## config.mk

```make
export PLATFORM = sky130hd
export DESIGN_NAME = uart_rx_ctrl
export DESIGN_NICKNAME = d
export VERILOG_FILES = /design/src/rtl/uart_pkg.sv /design/src/rtl/sync_2ff.sv /design/src/rtl/uart_rx_ctrl.sv
export SDC_FILE = /design/constraint.sdc
export NUM_CORES = 1
export LEC_CHECK = 0
export ABC_AREA = 1
export ABC_CLOCK_PERIOD_IN_PS = 2760
export CORE_ASPECT_RATIO = 1.1
export CORE_MARGIN = 5
export CORE_UTILIZATION = 30
export DETAILED_ROUTE_END_ITERATION = 7
export RECOVER_POWER = 50
export SKIP_CTS_REPAIR_TIMING = 1
export SYNTH_ARGS = -nofsm -noshare
export SYNTH_HDL_FRONTEND = slang
export SYNTH_SLANG_ARGS = --single-unit
```

## constraint.sdc

```tcl
create_clock -name sys_clk -period 2.76 [get_ports sys_clk]
set_clock_uncertainty 0.2 [all_clocks]
set_input_delay 0.276 -clock sys_clk [delete_from_list [all_inputs] [get_ports sys_clk]]
set_output_delay 0.276 -clock sys_clk [all_outputs]
set_load 0.02 [all_outputs]
```

## src/rtl/uart_pkg.sv

```systemverilog
// Shared definitions for the UART receive path: FSM state encoding and parameter defaults.
package uart_pkg;

    localparam int OVERSAMPLE_DEF = 16;
    localparam int DATA_BITS_DEF  = 8;
    localparam int PARITY_EN_DEF  = 1;
    localparam int PARITY_ODD_DEF = 0;

    typedef enum logic [2:0] {
        IDLE,
        START,
        DATA,
        PARITY,
        STOP,
        RECOVER
    } rx_state_t;

endpackage

```

## src/rtl/sync_2ff.sv

```systemverilog
// Two-flop synchronizer for the asynchronous serial line; resets to the idle (high) level.
module sync_2ff (
    input  logic clk_i,
    input  logic rst_i,
    input  logic d_i,
    output logic q_o
);

    logic meta_q;
    logic sync_q;

    always_ff @(posedge clk_i) begin
        if (rst_i) begin
            meta_q <= 1'b1;
            sync_q <= 1'b1;
        end else begin
            meta_q <= d_i;
            sync_q <= meta_q;
        end
    end

    assign q_o = sync_q;

endmodule

```

## src/rtl/uart_rx_ctrl.sv

```systemverilog
// UART receive controller: start detect, mid-bit sampling, parity/stop checks; SIPO shift/load strobes.
// IDLE wait start | START verify mid-bit | DATA sample bits | PARITY check | STOP verdict | RECOVER wait line high
module uart_rx_ctrl
    import uart_pkg::*;
#(
    parameter int OVERSAMPLE = OVERSAMPLE_DEF,
    parameter int DATA_BITS  = DATA_BITS_DEF,
    parameter int PARITY_EN  = PARITY_EN_DEF,
    parameter int PARITY_ODD = PARITY_ODD_DEF
) (
    input  logic sys_clk,
    input  logic rst,
    input  logic rx_en,
    input  logic baud_tick,
    input  logic serial_data_in,
    output logic shift,
    output logic sample_bit,
    output logic load,
    output logic busy,
    output logic data_valid,
    output logic parity_err,
    output logic frame_err
);

    localparam int TW = $clog2(OVERSAMPLE);
    localparam int BW = $clog2(DATA_BITS);
    localparam logic [TW-1:0] TICK_MID  = TW'(OVERSAMPLE / 2 - 1);
    localparam logic [TW-1:0] TICK_LAST = TW'(OVERSAMPLE - 1);
    localparam logic [BW-1:0] BIT_LAST  = BW'(DATA_BITS - 1);
    localparam logic          ODD_BIT   = 1'(PARITY_ODD);

    logic            rxs;
    rx_state_t       state_q, state_d;
    logic [TW-1:0]   tick_q, tick_d;
    logic [BW-1:0]   bit_q, bit_d;
    logic            xor_q, xor_d;
    logic            mis_q, mis_d;
    logic            shift_q, shift_d;
    logic            sample_q, sample_d;
    logic            load_q, load_d;
    logic            busy_q, busy_d;
    logic            dv_q, dv_d;
    logic            pe_q, pe_d;
    logic            fe_q, fe_d;
    logic            wrap;

    sync_2ff u_sync (
        .clk_i (sys_clk),
        .rst_i (rst),
        .d_i   (serial_data_in),
        .q_o   (rxs)
    );

    assign wrap = baud_tick && (tick_q == TICK_LAST);

    always_comb begin
        state_d  = state_q;
        tick_d   = tick_q;
        bit_d    = bit_q;
        xor_d    = xor_q;
        mis_d    = mis_q;
        shift_d  = 1'b0;
        sample_d = 1'b0;
        load_d   = 1'b0;
        dv_d     = 1'b0;
        pe_d     = 1'b0;
        fe_d     = 1'b0;

        // Disabling wins over everything, including a frame finishing this cycle.
        if (!rx_en) begin
            state_d = IDLE;
            tick_d  = '0;
            bit_d   = '0;
        end else begin
            case (state_q)
                IDLE: begin
                    if (baud_tick && !rxs) begin
                        state_d = START;
                        tick_d  = '0;
                        xor_d   = 1'b0;
                        mis_d   = 1'b0;
                    end
                end
                START: begin
                    if (baud_tick) begin
                        if (tick_q == TICK_MID) begin
                            tick_d  = '0;
                            bit_d   = '0;
                            state_d = rxs ? IDLE : DATA;
                        end else begin
                            tick_d = tick_q + 1'b1;
                        end
                    end
                end
                DATA: begin
                    if (wrap) begin
                        tick_d   = '0;
                        shift_d  = 1'b1;
                        sample_d = rxs;
                        xor_d    = xor_q ^ rxs;
                        if (bit_q == BIT_LAST) begin
                            bit_d   = '0;
                            state_d = (PARITY_EN != 0) ? PARITY : STOP;
                        end else begin
                            bit_d = bit_q + 1'b1;
                        end
                    end else if (baud_tick) begin
                        tick_d = tick_q + 1'b1;
                    end
                end
                PARITY: begin
                    if (wrap) begin
                        tick_d  = '0;
                        mis_d   = xor_q ^ rxs ^ ODD_BIT;
                        state_d = STOP;
                    end else if (baud_tick) begin
                        tick_d = tick_q + 1'b1;
                    end
                end
                STOP: begin
                    if (wrap) begin
                        tick_d = '0;
                        load_d = 1'b1;
                        pe_d   = mis_q;
                        if (rxs) begin
                            dv_d    = !mis_q;
                            state_d = IDLE;
                        end else begin
                            fe_d    = 1'b1;
                            state_d = RECOVER;
                        end
                    end else if (baud_tick) begin
                        tick_d = tick_q + 1'b1;
                    end
                end
                RECOVER: begin
                    if (baud_tick && rxs) begin
                        state_d = IDLE;
                    end
                end
                default: state_d = IDLE;
            endcase
        end

        busy_d = (state_d != IDLE);
    end

    always_ff @(posedge sys_clk) begin
        if (rst) begin
            state_q  <= IDLE;
            tick_q   <= '0;
            bit_q    <= '0;
            xor_q    <= 1'b0;
            mis_q    <= 1'b0;
            shift_q  <= 1'b0;
            sample_q <= 1'b0;
            load_q   <= 1'b0;
            busy_q   <= 1'b0;
            dv_q     <= 1'b0;
            pe_q     <= 1'b0;
            fe_q     <= 1'b0;
        end else begin
            state_q  <= state_d;
            tick_q   <= tick_d;
            bit_q    <= bit_d;
            xor_q    <= xor_d;
            mis_q    <= mis_d;
            shift_q  <= shift_d;
            sample_q <= sample_d;
            load_q   <= load_d;
            busy_q   <= busy_d;
            dv_q     <= dv_d;
            pe_q     <= pe_d;
            fe_q     <= fe_d;
        end
    end

    assign shift      = shift_q;
    assign sample_bit = sample_q;
    assign load       = load_q;
    assign busy       = busy_q;
    assign data_valid = dv_q;
    assign parity_err = pe_q;
    assign frame_err  = fe_q;

endmodule
```

### Yosys cells after proc, flatten, opt, wreduce, memory -nomap -nowiden

Index checks and enable logic that the tools add are counted.

* input bits: 5
* logic and storage cells: 87
* bits in registers: 21

* reduce and logical (&&, ||, !) cells: 22
* add/sub/neg operators: 2
* muxes and demuxes: 29
* equal/unequal tests: 14
* bitwise gates (word level): 6

Operators with widths (number)
* 3-bit 2-to-1 mux: 14
* 4-bit 2-to-1 mux: 5
* 3-bit one-hot mux with 6 select lines: 1
* 4-bit AND reduction: 4
* 4-bit one-hot mux with 3 select lines: 1
* 2-bit inequality test (second input constant): 5
* 3-bit equality test (second input constant): 3
* 3-bit OR reduction: 3
* 4-bit OR reduction: 2
* 3-bit by 2-bit equality test with 1-bit output (second input constant): 2
* 3-bit one-hot mux with 2 select lines: 1
* 2-bit nonzero test: 3
* 3-bit nonzero test: 2
* 1-bit inverter: 5
* 5-bit OR reduction: 1
* 4-bit by 1-bit adder with 4-bit output (second input constant): 1
* 4-bit by 3-bit equality test with 1-bit output (second input constant): 1
* 4-bit equality test (second input constant): 1
* 1-bit 2-to-1 mux: 4
* 1-bit one-hot mux with 2 select lines: 2
* 3-bit by 1-bit adder with 3-bit output (second input constant): 1
* 3-bit by 1-bit equality test with 1-bit output (second input constant): 1
* 1-bit logical AND: 3
* 3-bit logical NOT: 1
* other kinds (5): 6

### Longest topological paths before layout

Gate-level depths: netlist of run 1.

* depth after elaboration: 6
* depth in mapped cells: 10
* depth with buffers taken out: 10

### Cells and area by module

A second synthesis of run 1 with hierarchy kept.

* cell total of the unflattened synthesis: 164
* area, all modules: 1103.6 sq um

By module, submodules not included
* uart_rx_ctrl: cells each 157, instances 1, area each 1044.8 sq um, sequential area each 380.4 sq um
* sync_2ff: cells each 7, instances 1, area each 58.8 sq um, sequential area each 40.0 sq um

### Worst setup path after synthesis of run 1

OpenSTA, ideal clock, no wires.

* kind: flip-flop to flip-flop
* from: reg tick_q[0]
* to: reg busy_q (netlist: busy)
* data arrival time: 1.207 ns
* period minus slack after synthesis: 1.521 ns
* setup slack: 1.239 ns
* setup time: 0.114 ns
* cell stages (with the launch flop): 9
* path through: dfxtp_1 -> ha_1 -> nand2_1 -> nor2_4 -> nor2_1 -> nor2_1 -> nand2_1 -> o21ai_1 -> nand2_1

* word-level cells in the longest chain between the ends: 6
* elaborated cells on any way between the ends: 11

RTL lines
* start: declaration: line uart_rx_ctrl.sv:34 `logic [TW-1:0] tick_q, tick_d;`
* start signal: assignment: line uart_rx_ctrl.sv:164 `tick_q <= tick_d;`
* 4-bit by 3-bit equality test with 1-bit output or 4-bit equality test (tied branches): line uart_rx_ctrl.sv:86, uart_rx_ctrl.sv:54
* 3-bit 2-to-1 mux or 1-bit logical AND (tied branches): line uart_rx_ctrl.sv:86, uart_rx_ctrl.sv:54
* 3-bit 2-to-1 mux (on tied branches)
* 3-bit one-hot mux with 6 select lines *: line uart_rx_ctrl.sv:75 `case (state_q)`
* 3-bit 2-to-1 mux *: line uart_rx_ctrl.sv:70 `if (!rx_en) begin`
* 3-bit nonzero test *: line uart_rx_ctrl.sv:145 `busy_d = (state_d != IDLE);`
* end signal: assignment: line uart_rx_ctrl.sv:171 `busy_q <= busy_d;`
* end: declaration: line uart_rx_ctrl.sv:41 `logic busy_q, busy_d;`

Mark *: on every way between the ends. The rest lies on a longest branch, timed or not.
A chain may end at the register's enable or synchronous reset.

### Final worst setup path of run 1

* from: in baud_tick
* to: reg busy_q (netlist: busy)

* word-level cells in the longest chain between the ends: 5
* elaborated cells on any way between the ends: 12

RTL lines
* start: declaration: line uart_rx_ctrl.sv:14 `input logic baud_tick,`
* 1-bit logical AND (on tied branches): line uart_rx_ctrl.sv:137, uart_rx_ctrl.sv:77, uart_rx_ctrl.sv:54
* 3-bit 2-to-1 mux (on tied branches)
* 3-bit one-hot mux with 6 select lines *: line uart_rx_ctrl.sv:75
* 3-bit 2-to-1 mux *: line uart_rx_ctrl.sv:70
* 3-bit nonzero test *: line uart_rx_ctrl.sv:145

Marks and branches as above.

==> results.md, run 1 <==
Outcome:
- The run finished with clean final reports.

STA:
- The worst pin sits at a relative slew slack of 0.736.
- Setup repair after global routing left no endpoint under its margin.
- Across all hold checks on the routed design, the worst slack comes to 0.214 ns.
- The sum of negative setup slack is 0 ns.
- The count of final max-slew check failures was 0.
- Setup violations remaining at the end of the flow were counted as 0.
- In the finished design, the share of the clock period the worst path needs comes to 0.651.
- Counting I/O delays and the setup requirement, the final critical path takes 1.80 ns.
- The final number of hold-violating endpoints is 0.
- At the pin with the least slew margin, the transition time is 0.396 ns.
- The timing-limited maximum frequency is 556 MHz.

Run:
- Across the run, the number of max-cap violations was 0.

Synth:
- In the synthesized netlist, the number of instances is approximately 160.
- The number of flops mapped to enable cells by yosys is 0.
- The number of nets handed over by synthesis was ~170.
- In this run the cell area of the synthesized design comes to 1100 sq um.
- Ranked by instance count, the synthesized netlist is headed by nand2_1, dfxtp_1, inv_1, nor2_1.
- The share of the synthesized area in the top cell type is 0.382.
- The number of distinct library cells after synthesis is 20.
- For this run, the leading register cell type out of synthesis is dfxtp_1.
- The per-instance average area after synthesis is approximately 6.8 sq um.
- The synthesis-stage register bit count is 21.
- The share of the Yosys chip area taken by registers is 0.382.
- In the post-synthesis netlist, the biggest area contributors are dfxtp_1, nand2_1, inv_1.
- After synthesis, the share of flip-flops with an asynchronous set or reset is 0.
- The cell type with the highest aggregate area in the netlist is dfxtp_1.
- The total of warnings raised by yosys is 0.
- Among all cell types in the netlist, the one instantiated most often is nand2_1.

GRT:
- The maximum number of pins on one net before global-route repair is 13.
- In the global route stage, overall resource usage came out at 0.101.
- The number of global-route vias before repair is approximately 940.
- The remaining global-route overflow is 0.
- The number of antenna violations at the first check in global routing came to 0.
- The global-route wire length before repair is roughly 3.8 mm.

Routing:
- The number of DRC violations after detailed routing is 0.
- The pre-antenna-repair detailed-routing pass consisted of 4 iterations.
- The average wire length per cell after detail routing is 9.78 microns.
- The routed wire length is 2.23 mm.
- The detailed-route vias per instance is 4.39.
- The DRC marker count from the first detailed-route iteration is 87.
- The via count of the routed design is around 1,000.
- The final antenna-violating net count is 0.

Die:
- The die is 73.5 microns tall.
- The floorplan core area is 3600 sq um.
- The floorplan step defined a die boundary enclosing about 5000 sq um.
- During I/O placement, the number of pins put on the boundary was 12.
- The number of placement rows is 23.
- The initial utilization of the core area, before any placement, comes to 0.306.
- Measured along the x axis, the die boundary spans 67.8 microns.

Cells and area:
- The layout cell share with drive strength beyond 1 is 0.135.
- The area growth from synthesis to layout is 19.9%.
- The number of inserted filler cells in the final layout is 405.
- The number of antenna diodes in the final layout is 0.
- The final layout contains 187 nets.

Power and ir drop:
- Of the total power, the share spent switching nets is 0.229.
- The standby leakage power is 0.663 nW.
- The share of power burned in registers is 0.569.
- The relative contribution of combinational cells to total power is 0.053.
- The internal power of the cells totals 418 uW.
- The switching power of the nets is ~120 uW.
- IR analysis of the VDD net gives a maximum drop of 116 uV.
- The power per unit of standard cell area is 411 nW/um^2.
- The share of total power dissipated in the clock network is 0.378.

Setup path:
- The endpoint arrival time on the critical path is between 1.5 and 2 ns.
- The endpoint identified for the worst register-to-register timing path is busy.
- The startpoint identified for the worst register-to-register timing path is tick_q[0].
- The category of the worst setup path launch point is an input port.
- The worst setup path is of the in -> reg kind.
- The worst register-to-register path has a depth of 8.
- STA classifies the critical path endpoint as a register.
- STA puts the critical path data required time at between 2 and 3 ns.
- The slack of the worst reg-to-reg path is between 1 and 1.5 ns.
- Along the worst path, the maximum fanout reaches 8.

Place:
- The count of buffers inserted at the top-level ports is 11.
- The wire-length estimate of the detail-placed layout is approximately 1.8 mm.
- The last weighted congestion value of the routability-driven placer is 0.824.

Min path:
- Counting instances, the worst hold path has a depth of 1.
- In this run the most critical hold path is launched from u_sync.meta_q.
- The class of the tightest hold or removal check is reg -> reg.
- The destination of the worst hold path is u_sync.q_o.

CTS:
- The tree is rooted in a clkbuf_8.
- Buffers inserted during clock tree synthesis total 3.
- The latest clock arrival within the worst-skew pair is 0.26 ns.
- After clock tree synthesis, the clock-pin slew on the worst setup and hold paths is 0.08 ns.
- The clock passes through at most 2 buffers.
- The CTS H-tree depth is 1.
- TritonCTS built the clock tree.
- The number of sinks handled by clock tree synthesis is 21.
[metrics by stage]
step	instances	util	cell area [sq um]	total power [mW]	setup WS (ns)
6_report	228	0.367	1320	0.542	0.962
2_1_floorplan	163	-	1100	0.333	1.24
5_1_grt	228	0.367	1320	0.566	0.832
4_1_cts	228	0.367	1320	0.554	1.04
3_3_place_gp	224	0.354	1270	0.345	0.747
3_5_place_dp	224	0.354	1270	0.345	0.778
[power by group through the flow]
stage	combinational [mW]	clock, mW	sequential (mW)
2_1_floorplan	0.0174	0	0.315
3_3_place_gp	0.0292	0	0.316
3_5_place_dp	0.0294	0	0.316
4_1_cts	0.0296	0.216	0.308
5_1_grt	0.0324	0.224	0.309
6_report	0.0287	0.205	0.308
[worst max-delay path, stage by stage]
cell           delay, ns
dlygate4sd3_1       0.64
nand2_1             0.12
nor2_4              0.19
nor2_1              0.08
nor2_1              0.17
nand2_1             0.07
o21ai_1             0.13
nand2_1             0.06
[layout make-up]
class,instances,area (sq um),area share
clock buffers,3,41.3,0.0313
repair buffers,11,110,0.0834
well taps,50,62.6,0.0474
clock inverters,1,5.00,0.00379
flip-flops and latches,21,420,0.318
multi-input cells,118,591,0.447
inverters,24,90.1,0.0682
[cells in the final DEF, fill, tap and decap left out, types with 3 or more instances in the layout]
cell,instances
clkbuf_8,3
ha_1,3
a21oi_1,10
nor2_2,3
nand3_1,10
nor2_4,3
inv_2,3
nand2_1,46
nand2_2,6
nor3_1,3
dlygate4sd3_1,9
inv_1,21
nand3_2,3
dfxtp_1,21
nor2_1,21
[state kept, by name (all words and copies together), names as in the netlist]
name           cells
bit_q              3
busy               1
data_valid         1
frame_err          1
load               1
mis_q              1
parity_err         1
sample_bit         1
shift              1
state_q            3
tick_q             4
u_sync.meta_q      1
u_sync.q_o         1
xor_q              1
[cells by family (layout without fill, tap and decap cells)]
| kind of cell | Yosys count | count (layout) | synth area share |
|---|---|---|---|
| AO/OA/AOI/OAI | 16 | 16 | 0.0784 |
| XOR/XNOR | 2 | 2 | 0.0159 |
| adder cells (fa/ha/maj) | 3 | 3 | 0.0341 |
| buffers and inverters | 24 | 39 | 0.0818 |
| flip-flops | 21 | 21 | 0.382 |
| AND/OR/NAND/NOR | 97 | 97 | 0.408 |
[layer usage]
metal  track usage  up-vias  share of wire
li1              -      542              -
met3        0.0260        4          0.042
met2         0.178       15           0.49
met1         0.113      439           0.45
met4        0.0383        0          0.017
met5             0        -              0
[worst max path at each step]
stage	from	end	slack (ns)
5_1_grt	baud_tick	busy	0.83
3_3_place_gp	baud_tick	mis_q	0.75
3_5_place_dp	baud_tick	mis_q	0.78
2_1_floorplan	tick_q[0]	busy	1.24
4_1_cts	tick_q[0]	mis_q	1.04
6_report	baud_tick	busy	0.96
Power figures use the tool's default switching activity.
==> run 2: changes to the inputs <==
--- a/config.mk
+++ b/config.mk
@@ -6,7 +6,7 @@
 export NUM_CORES = 1
 export LEC_CHECK = 0
 export ABC_AREA = 1
-export ABC_CLOCK_PERIOD_IN_PS = 2760
+export ABC_CLOCK_PERIOD_IN_PS = 1540
 export CORE_ASPECT_RATIO = 1.1
 export CORE_MARGIN = 5
 export CORE_UTILIZATION = 30
==> constraint.sdc (replaced) <==
create_clock -name sys_clk -period 1.54 [get_ports sys_clk]
set_clock_uncertainty 0.2 [all_clocks]
set_input_delay 0.154 -clock sys_clk [delete_from_list [all_inputs] [get_ports sys_clk]]
set_output_delay 0.154 -clock sys_clk [all_outputs]
set_load 0.02 [all_outputs]
==> results.md, run 2 (synthesized netlist as in run 1, its figures left out) <==
Setup path:
- The depth of the worst register-to-register path was 8 (unchanged).
- The maximum fanout encountered on the critical timing path is 7 (-1).
- The slack of the worst reg-to-reg path was 0.01 ns (-1.03 ns).
- The capture point of the worst path is busy.
- The worst flop-to-flop path startpoint is tick_q[0].
- The worst register-to-register path ends at busy.
- The startpoint of the most critical setup path is tick_q[0].
- The startpoint-to-endpoint class of the critical path is reg -> reg.
- The category of the worst setup path launch point is a register.
- The required arrival time at the worst endpoint came to 1.51 ns (-1.21 ns).
- STA classifies the critical path endpoint as a register.
- The endpoint arrival time on the critical path is 1.50 ns (-0.26 ns).

Place:
- The count of buffers inserted at the top-level ports was 11 (unchanged).
- The placed cell count was 239 (+6.7%).
- The detailed placement HPWL is 1.97 mm (+10%).
- The placement-stage cell area is 1390 sq um (+8.8%).
- The last weighted congestion value of the routability-driven placer came to 0.870 (+5.5%).

Cells and area:
- The flip-flop count of the largest register, all copies and words added is 4 (unchanged).
- The antenna cell count came to 0 (unchanged).
- The post-synthesis to final-layout area growth is 38.1%.
- The layout cell share with drive strength beyond 1 is 0.323 (+0.188).
- The top cell types in the final layout, fill and taps aside, are nand2_1, inv_1, nor2_1, buf_4, dfxtp_1.
- The final cell count without fillers is 248 (+8.8%).
- The number of inserted filler cells in the final layout was 388 (-4.2%).
- The flip-flop and latch area is 427 sq um (+1.5%).
- In the final layout, the registers with the most flip-flops are tick_q x4, bit_q x3, state_q x3.
- The area of the multi-input gates is 664 sq um (+13%).
- The area of all placed cells without fillers is 1520 sq um (+15%).
- The net count reported at finish is 207 (+11%).
- The leading cell type in the layout, fill and taps excluded is nand2_1.
- The register with the most flip-flops in the final layout is tick_q.

Die:
- The area of the die is 4980 sq um (unchanged).
- The effective utilization at floorplan is 0.306 (unchanged).
- The height of the chip was 73.5 microns (unchanged).
- The count of pins on the block boundary came to 12 (unchanged).
- The number of placement rows is 23 (unchanged).
- The floorplan core area is 3600 sq um (unchanged).
- The die boundary width is 67.8 microns (unchanged).

GRT:
- The global-route wire length before repair is 4.24 mm (+11%).
- The global routing usage on met2 is 0.187 (+0.00865).
- The remaining global-route overflow was 0 (unchanged).
- The met3 track utilization from global routing is 0.0229 (-0.00306).
- The number of global-route vias before repair is 978 (+4.6%).
- The number of antenna violations at the first check in global routing came to 0 (unchanged).
- The maximum number of pins on one net before global-route repair is 13 (unchanged).
- The overall track demand over capacity in global routing is 0.114 (+0.0133).
- The met1 capacity usage during global routing is 0.141 (+0.0276).
- The global-route layer with the greatest usage is met2.

CTS:
- The clock-pin slew reported for the worst setup and hold paths after clock tree synthesis is 0.08 ns (about the same).
- The maximum count of clock buffers along a single path is 2 (unchanged).
- The number of sinks handled by clock tree synthesis came to 21 (unchanged).
- The CTS H-tree depth was 1 (unchanged).
- The number of CTS-inserted buffers was 3 (unchanged).
- The clock tree root driver cell is clkbuf_8.
- The latest clock arrival within the worst-skew pair is 0.27 ns (about the same).
- TritonCTS built the clock tree.

STA:
- Timing would allow up to 654 MHz.
- The post-route worst hold slack was 0.213 ns (-0.00193 ns).
- The final number of hold-violating endpoints is 0 (unchanged).
- Dividing the final minimum period by the clock period gives 0.992.
- The worst path needs 1.53 ns of the cycle, external delays included.
- The count of final max-slew check failures is 0 (unchanged).
- The actual transition at the worst max-transition pin is 0.265 ns (-0.130 ns).
- Setup repair after global routing could not meet its margin everywhere.
- The setup violation total in the final timing report is 0 (unchanged).
- The worst slew margin relative to its limit is 0.824 (+0.0880).

Routing:
- The detailed-route vias per instance is 4.35 (-0.80%).
- The via count of the routed design was 1,079 (+7.9%).
- The routed wire length is 2.57 mm (+15%).
- The final antenna-violating net count is 0 (unchanged).
- The number of detailed-route iterations in the first pass was 4 (unchanged).
- The number of DRC violations after detailed routing is 0 (unchanged).
- The DRC marker count from the first detailed-route iteration is 31 (-64%).
- The average wire length per cell after detail routing is 10.4 microns (+6.1%).

Min path:
- The tightest min-delay check is of the reg -> reg type.

Power and ir drop:
- The power per unit of standard cell area is 658 nW/um^2 (+60%).
- The worst IR drop on VDD is 252 uV (+120%).
- The standby leakage power came to 0.778 nW (+17%).

Run:
- The reported max-cap violation count is 0 (unchanged).

Outcome:
- The flow ran to the end, and the final reports show no timing, DRC or antenna violations.
[run 2: critical path: stages, from the launching register on]
cell     delay, ns
dfxtp_2       0.36
ha_4          0.15
nand2_4       0.07
nor2_4        0.20
nor2_2        0.07
nor2_2        0.14
nand2_1       0.06
o21ai_1       0.12
nand2_1       0.06
[run 2: area by class of cell]
class | instances | share of cell area
multi-input cells | 118 | 0.437
flip-flops and latches | 21 | 0.281
repair buffers | 31 | 0.151
inverters | 24 | 0.0593
well taps | 50 | 0.0412
clock buffers | 3 | 0.0272
clock inverters | 1 | 0.00329
[run 2: layer usage]
metal	part of all wire	vias to the layer above	wire length [microns]
li1	-	573	-
met1	0.48	485	1220
met2	0.48	16	1230
met3	0.027	5	70
met4	0.019	0	49
met5	0	-	0
[run 2: how the worst min path moves through the flow]
stage | depth (start not counted) | startpoint | to
6_report | 1 | u_sync.meta_q | u_sync.q_o
5_1_grt | 1 | u_sync.meta_q | u_sync.q_o
4_1_cts | 1 | u_sync.meta_q | u_sync.q_o
3_5_place_dp | 1 | u_sync.meta_q | u_sync.q_o
3_3_place_gp | 1 | u_sync.meta_q | u_sync.q_o
2_1_floorplan | 1 | rst | xor_q
[run 2: stage by stage]
stage	total power [mW]	setup slack, ns	util	TNS (ns)
floorplan	0.596	0.0186	-	0
global placement	0.633	-0.178	0.385	-1.58
global route	1.04	-0.0974	0.423	-0.528
finish	1.00	0.0120	0.423	0
detailed placement	0.633	-0.175	0.385	-1.67
CTS	1.01	-0.149	0.398	-1.15
[run 2: where the power goes]
| part | leakage (nW) | total [mW] | switching (mW) | internal (mW) |
|---|---|---|---|---|
| Sequential | 0.172 | 0.552 | 0.00404 | 0.548 |
| Combinational | 0.580 | 0.0713 | 0.0380 | 0.0333 |
| Clock | 0.0255 | 0.377 | 0.196 | 0.181 |
| Total | 0.778 | 1.00 | 0.238 | 0.762 |
==> run 3: changes to the inputs <==
--- a/config.mk
+++ b/config.mk
@@ -7,12 +7,14 @@
 export LEC_CHECK = 0
 export ABC_AREA = 1
 export ABC_CLOCK_PERIOD_IN_PS = 1540
+export CAP_MARGIN = 10
 export CORE_ASPECT_RATIO = 1.1
 export CORE_MARGIN = 5
 export CORE_UTILIZATION = 30
 export DETAILED_ROUTE_END_ITERATION = 7
 export RECOVER_POWER = 50
 export SKIP_CTS_REPAIR_TIMING = 1
+export SLEW_MARGIN = 5
 export SYNTH_ARGS = -nofsm -noshare
 export SYNTH_HDL_FRONTEND = slang
 export SYNTH_SLANG_ARGS = --single-unit
==> results of run 3 <==
The final DEF is identical to that of run 2; final timing and power are the same.
==> RTL edit 1 (flow settings as in run 3) <==
`DATA_BITS_DEF`: 8 -> 16.
--- a/src/rtl/uart_pkg.sv
+++ b/src/rtl/uart_pkg.sv
@@ -2,7 +2,7 @@
 package uart_pkg;
 
     localparam int OVERSAMPLE_DEF = 16;
-    localparam int DATA_BITS_DEF  = 8;
+    localparam int DATA_BITS_DEF  = 16;
     localparam int PARITY_EN_DEF  = 1;
     localparam int PARITY_ODD_DEF = 0;
 
Check against the original RTL: no difference found for any inputs over 10 cycles, from zero or initial values and one cycle with rst high; that may be too few to reach the edited logic, so the function may still have changed.
==> RTL edit 1 against run 3 <==
- the run now ends with negative setup slack left
- power increased by 7.3%
- setup slack got worse by 21 ps
- wire length up 11%
- core utilization about the same
- sequential share of layout area shrank 1.1 points
- final area grew 9.5%
- sequential cell count is 1 higher
- global-route usage shrank 1.1 points
- synthesized area up 9.4%
- combinational power rose by 4.3%
- critical path type unchanged
==> RTL edit 1: results (changes against run 3) <==
{| class="wikitable"
! Metric !! Value
|-
| Cell depth of the worst hold path || 1 (unchanged)
|-
| Total wire length || 2851 um (was 2573 um)
|-
| Lkg Pwr || 0.7427 nW (was 0.7779 nW)
|-
| Number of vias per cell after detailed routing || 4.633 (was 4.351)
|-
| Final setup fails || 1 (was 0)
|-
| Arrival time at the worst endpoint || 1520 ps (was 1500 ps)
|-
| Slew margin rel. || 0.7277 (was 0.8238)
|-
| Outcome || complete, but fails checks (was finished, final reports clean)
|-
| Synth Warn # || 0 (unchanged)
|-
| Nets || 220 (was 207)
|-
| Most area-consuming cells after synthesis || sky130_fd_sc_hd__dfxtp_1, sky130_fd_sc_hd__nand2_1, sky130_fd_sc_hd__nand3_1 (was sky130_fd_sc_hd__dfxtp_1, sky130_fd_sc_hd__nand2_1, sky130_fd_sc_hd__inv_1)
|-
| Worst reg-to-reg path cell count || 10 (was 8)
|-
| Gpl congestion || 0.8746 (was 0.8700)
|-
| Smallest setup slack after layout || -9.387 ps (was 11.99 ps)
|-
| Cell area after placement || 1526 um^2 (was 1386 um^2)
|-
| Violated checks || negative setup slack
|-
| Post-synthesis cell type count || 29 (was 20)
|-
| Post-synthesis sequential area ratio || 0.3655 (was 0.3818)
|-
| Remaining number of nets flagged by the antenna check after routing || 0 (unchanged)
|-
| Largest registers in the final layout || bit_q x4, tick_q x4, state_q x3 (was tick_q x4, bit_q x3, state_q x3)
|-
| Number of antenna violations at the first check in global routing || 0 (unchanged)
|-
| Largest stage delay, worst path || 340 ps (was 360 ps)
|-
| DRC violation total after the first TritonRoute iteration || 65 (was 31)
|-
| Number of global-route vias before repair || 1030 (was 978)
|-
| Share of final-layout standard cells stronger than drive strength 1 || 0.3396 (was 0.3232)
|-
| Count of TritonRoute iterations in the first routing pass || 5 (was 4)
|-
| Sw Pwr || 234.0 uW (was 238.1 uW)
|-
| Detailed-placement wirelength estimate || 2064 um (was 1972 um)
|-
| Maximum VDD drop || 0.0002678 V (was 0.0002523 V)
|-
| Family of cells with the greatest summed delay on the critical path || flip-flops (was simple AND/OR/NAND/NOR gates)
|-
| Synth Net Count || 182 (was 171)
|-
| Overall routing resource usage || 0.1029 (was 0.1139)
|-
| Synth cell count leaders || sky130_fd_sc_hd__nand2_1, sky130_fd_sc_hd__nor2_1, sky130_fd_sc_hd__dfxtp_1, sky130_fd_sc_hd__nand3_1, sky130_fd_sc_hd__inv_1 (was sky130_fd_sc_hd__nand2_1, sky130_fd_sc_hd__dfxtp_1, sky130_fd_sc_hd__inv_1, sky130_fd_sc_hd__nor2_1)
|-
| Wire length of the first global-routing pass || 4505 um (was 4243 um)
|-
| Ant diodes || 0 (unchanged)
|}
[RTL edit 1: power groups by stage]
stage,clock [mW],sequential (mW),combinational [mW]
floorplan,0,0.591,0.0301
global placement,0,0.592,0.0715
detailed placement,0,0.592,0.0710
CTS,0.437,0.578,0.0713
global route,0.461,0.580,0.0830
finish,0.421,0.578,0.0744
[RTL edit 1: per-stage QoR]
stage          total power [mW]  setup WS (ps)  std cells  TNS (ps)  hold slack, ps
3_5_place_dp             0.6626         -220.6        258     -2549           216.8
3_3_place_gp             0.6632         -222.9        258     -2446           216.7
2_1_floorplan            0.6206          23.48        175         0           57.81
5_1_grt                   1.124         -87.21        264    -513.7           245.0
6_report                  1.073         -9.387        264    -9.387           235.6
4_1_cts                   1.086         -103.5        262    -583.4           239.0
[RTL edit 1: worst paths after layout]
path                 start    endpoint
max              tick_q[0]        busy
min          u_sync.meta_q  u_sync.q_o
max reg2reg      tick_q[0]        busy
min reg2reg  u_sync.meta_q  u_sync.q_o
[RTL edit 1: kinds of logic (layout without fill, tap and decap cells)]
kind of cell / count (synthesis) / count (layout) / synth area share
and+or+nand+nor: 110 / 110 / 0.4465
DFF: 22 / 22 / 0.3655
xor gates and xnor gates: 2 / 2 / 0.01454
adders and majority gates: 2 / 2 / 0.02077
buffers and inverters: 22 / 59 / 0.07892
AOI/OAI and AO/OA: 17 / 17 / 0.07372
[RTL edit 1: cell type report]
cell class	count	area, um^2
Multi-Input combinational cell	131	753.2
Tap cell	52	65.06
Fill cell	408	2270
Sequential cell	22	447.9
Timing Repair Buffer	35	266.5
Clock buffer	4	55.05
Inverter	20	76.32
[RTL edit 1: worst reg2reg max path: cells and delay by family (launching register included)]
| kind | cells | cell delay (ps) |
|---|---|---|
| flops | 1 | 340 |
| buf+inv | 3 | 330 |
| simple gates | 5 | 290 |
| fa+ha+maj | 1 | 170 |
| compound gates | 1 | 110 |
[RTL edit 1: layer usage]
| metal | global-route usage | wire [um] | part of all wire | up-vias |
|---|---|---|---|---|
| met5 | 0 | 0 | 0 | - |
| met4 | 0.04023 | 48 | 0.017 | 0 |
| met3 | 0.01847 | 154 | 0.054 | 5 |
| met2 | 0.1573 | 1326 | 0.47 | 37 |
| met1 | 0.1416 | 1322 | 0.46 | 549 |
| li1 | - | - | - | 632 |
==> RTL edit 2 (flow settings as in run 3) <==
Made on the original files. Register the output `sample_bit` once more, with the module's reset; this adds one clock of latency there. The other outputs are not delayed to match.
--- a/src/rtl/uart_rx_ctrl.sv
+++ b/src/rtl/uart_rx_ctrl.sv
@@ -176,7 +176,13 @@
     end
 
     assign shift      = shift_q;
-    assign sample_bit = sample_q;
+    always_ff @(posedge sys_clk) begin
+        if (rst) begin
+            sample_bit <= '0;
+        end else begin
+            sample_bit <= sample_q;
+        end
+    end
     assign load       = load_q;
     assign busy       = busy_q;
     assign data_valid = dv_q;
Behaviour: same outputs for any inputs over 10 cycles, from zero or initial values and one cycle with rst high; that may be too few to reach the edited logic, so the function may still have changed.
==> RTL edit 2 against run 3 <==
- setup slack improved by 66 ps
- synthesized area rose by 4.1%
- via count rose by 7.0%
- final cell count fell by 0.40%
- combinational power rose by 14%
- final area rose by 2.1%
- first-iteration DRC count rose to 4.3 times the old value
- power rose by 19%
- core utilization rose by 0.19 points
- maximum frequency rose by 4.5%
- wire length rose by 4.0%
- sequential power rose by 4.7%
- sequential cell count rose by 1
- highest routed layer unchanged
==> RTL edit 2: results (changes against run 3) <==
{| class="wikitable"
! Metric !! Value
|-
| Most area-consuming cells after synthesis || sky130_fd_sc_hd__dfxtp_1, sky130_fd_sc_hd__nand2_1, sky130_fd_sc_hd__nor2_1 (was sky130_fd_sc_hd__dfxtp_1, sky130_fd_sc_hd__nand2_1, sky130_fd_sc_hd__inv_1)
|-
| Outcome || finished, final reports clean (unchanged)
|-
| Gpl congestion || 0.8898 (was 0.8700)
|-
| Area occupied by multi-input gates || 660.6 um^2 (was 664.4 um^2)
|-
| Multi-input combinational cell count || 120 (was 118)
|-
| Filler cells || 396 (was 388)
|-
| Synth cell count leaders || sky130_fd_sc_hd__nand2_1, sky130_fd_sc_hd__nor2_1, sky130_fd_sc_hd__dfxtp_1, sky130_fd_sc_hd__nand3_1, sky130_fd_sc_hd__inv_1 (was sky130_fd_sc_hd__nand2_1, sky130_fd_sc_hd__dfxtp_1, sky130_fd_sc_hd__inv_1, sky130_fd_sc_hd__nor2_1)
|-
| Cell area after placement || 1460 um^2 (was 1386 um^2)
|-
| Synth Net Count || 174 (was 171)
|-
| Maximum VDD drop || 0.0004227 V (was 0.0002523 V)
|-
| Arrival time at the worst endpoint || 1420 ps (was 1500 ps)
|-
| Number of synthesized register bits || 22 (was 21)
|-
| Vias || 1154 (was 1079)
|-
| Non-Clock Inverter Count || 21 (was 24)
|-
| Cell depth of the worst hold path || 2 (was 1)
|-
| Nets || 206 (was 207)
|-
| Total wire length || 2676 um (was 2573 um)
|-
| Share of final-layout standard cells stronger than drive strength 1 || 0.2843 (was 0.3232)
|-
| Post-synthesis sequential area ratio || 0.3843 (was 0.3818)
|-
| Critical-path maximum fanout || 5 (was 7)
|-
| Detailed-placement wirelength estimate || 1992 um (was 1972 um)
|-
| Overall routing resource usage || 0.1136 (was 0.1139)
|-
| Slew @ Worst Pin || 308.2 ps (was 265.4 ps)
|-
| Ratio of total power to cell area || 769.0 nW/um^2 (was 658.1 nW/um^2)
|-
| Setup slack, reg-to-reg || 80 ps (was 10 ps)
|-
| Bufs w/o clock || 30 (was 31)
|-
| DRC violation total after the first TritonRoute iteration || 133 (was 31)
|-
| NonClk Buf Share || 0.1484 (was 0.1514)
|-
| Sequential cell area || 447.9 um^2 (was 426.7 um^2)
|}
RTL edit 2: changes by cell type after synthesis, sizes merged, moves of 3 or more:
cell	run 3	this run
buf	0	3
nor2	27	31
nand2	52	41
nand4	0	4
a21oi	10	5
nand3	13	20
inv	24	21
o21ai	3	8
RTL edit 2: kinds of logic (layout without fill, tap and decap cells):
| kind of cell | Yosys count | in the layout | synth area share |
|---|---|---|---|
| buffers and inverters | 24 | 55 | 0.09169 |
| AND/OR/NAND/NOR | 102 | 102 | 0.4170 |
| XOR/XNOR | 1 | 1 | 0.007643 |
| AO/OA/AOI/OAI | 14 | 14 | 0.06659 |
| flip-flops | 22 | 22 | 0.3843 |
| adder cells (fa/ha/maj) | 3 | 3 | 0.03275 |
RTL edit 2: layer usage:
metal  global-route usage  routed length, um
met5                    0                  0
met4              0.05628                 48
met3              0.01791                 88
met2               0.1758               1256
met1               0.1528               1282
RTL edit 2: stage by stage:
stage	hold slack, ps	TNS [ps]	setup WS [ps]	std cells
floorplan	25.18	0	28.64	166
global placement	194.5	-1558	-172.8	243
detailed placement	198.0	-1511	-171.9	243
CTS	219.2	-553.5	-101.7	247
global route	239.7	-157.7	-69.51	247
finish	209.4	0	78.16	247
RTL edit 2: worst paths after layout:
kind	endpoint	startpoint
min	sample_bit	sample_q
min reg2reg	sample_bit	sample_q
max reg2reg	mis_q	tick_q[1]
max	mis_q	tick_q[1]
RTL edit 2: where the power goes:
part	internal, mW	switching, mW
logic	0.0391	0.0422
registers	0.573	0.00473
clock network	0.347	0.187
total	0.959	0.234
RTL edit 2: worst min-delay path, stage by stage, from the launching register on:
cell and delay [ps]:
sky130_fd_sc_hd__dfxtp_1 310, sky130_fd_sc_hd__inv_1 40, sky130_fd_sc_hd__nor2_1 30
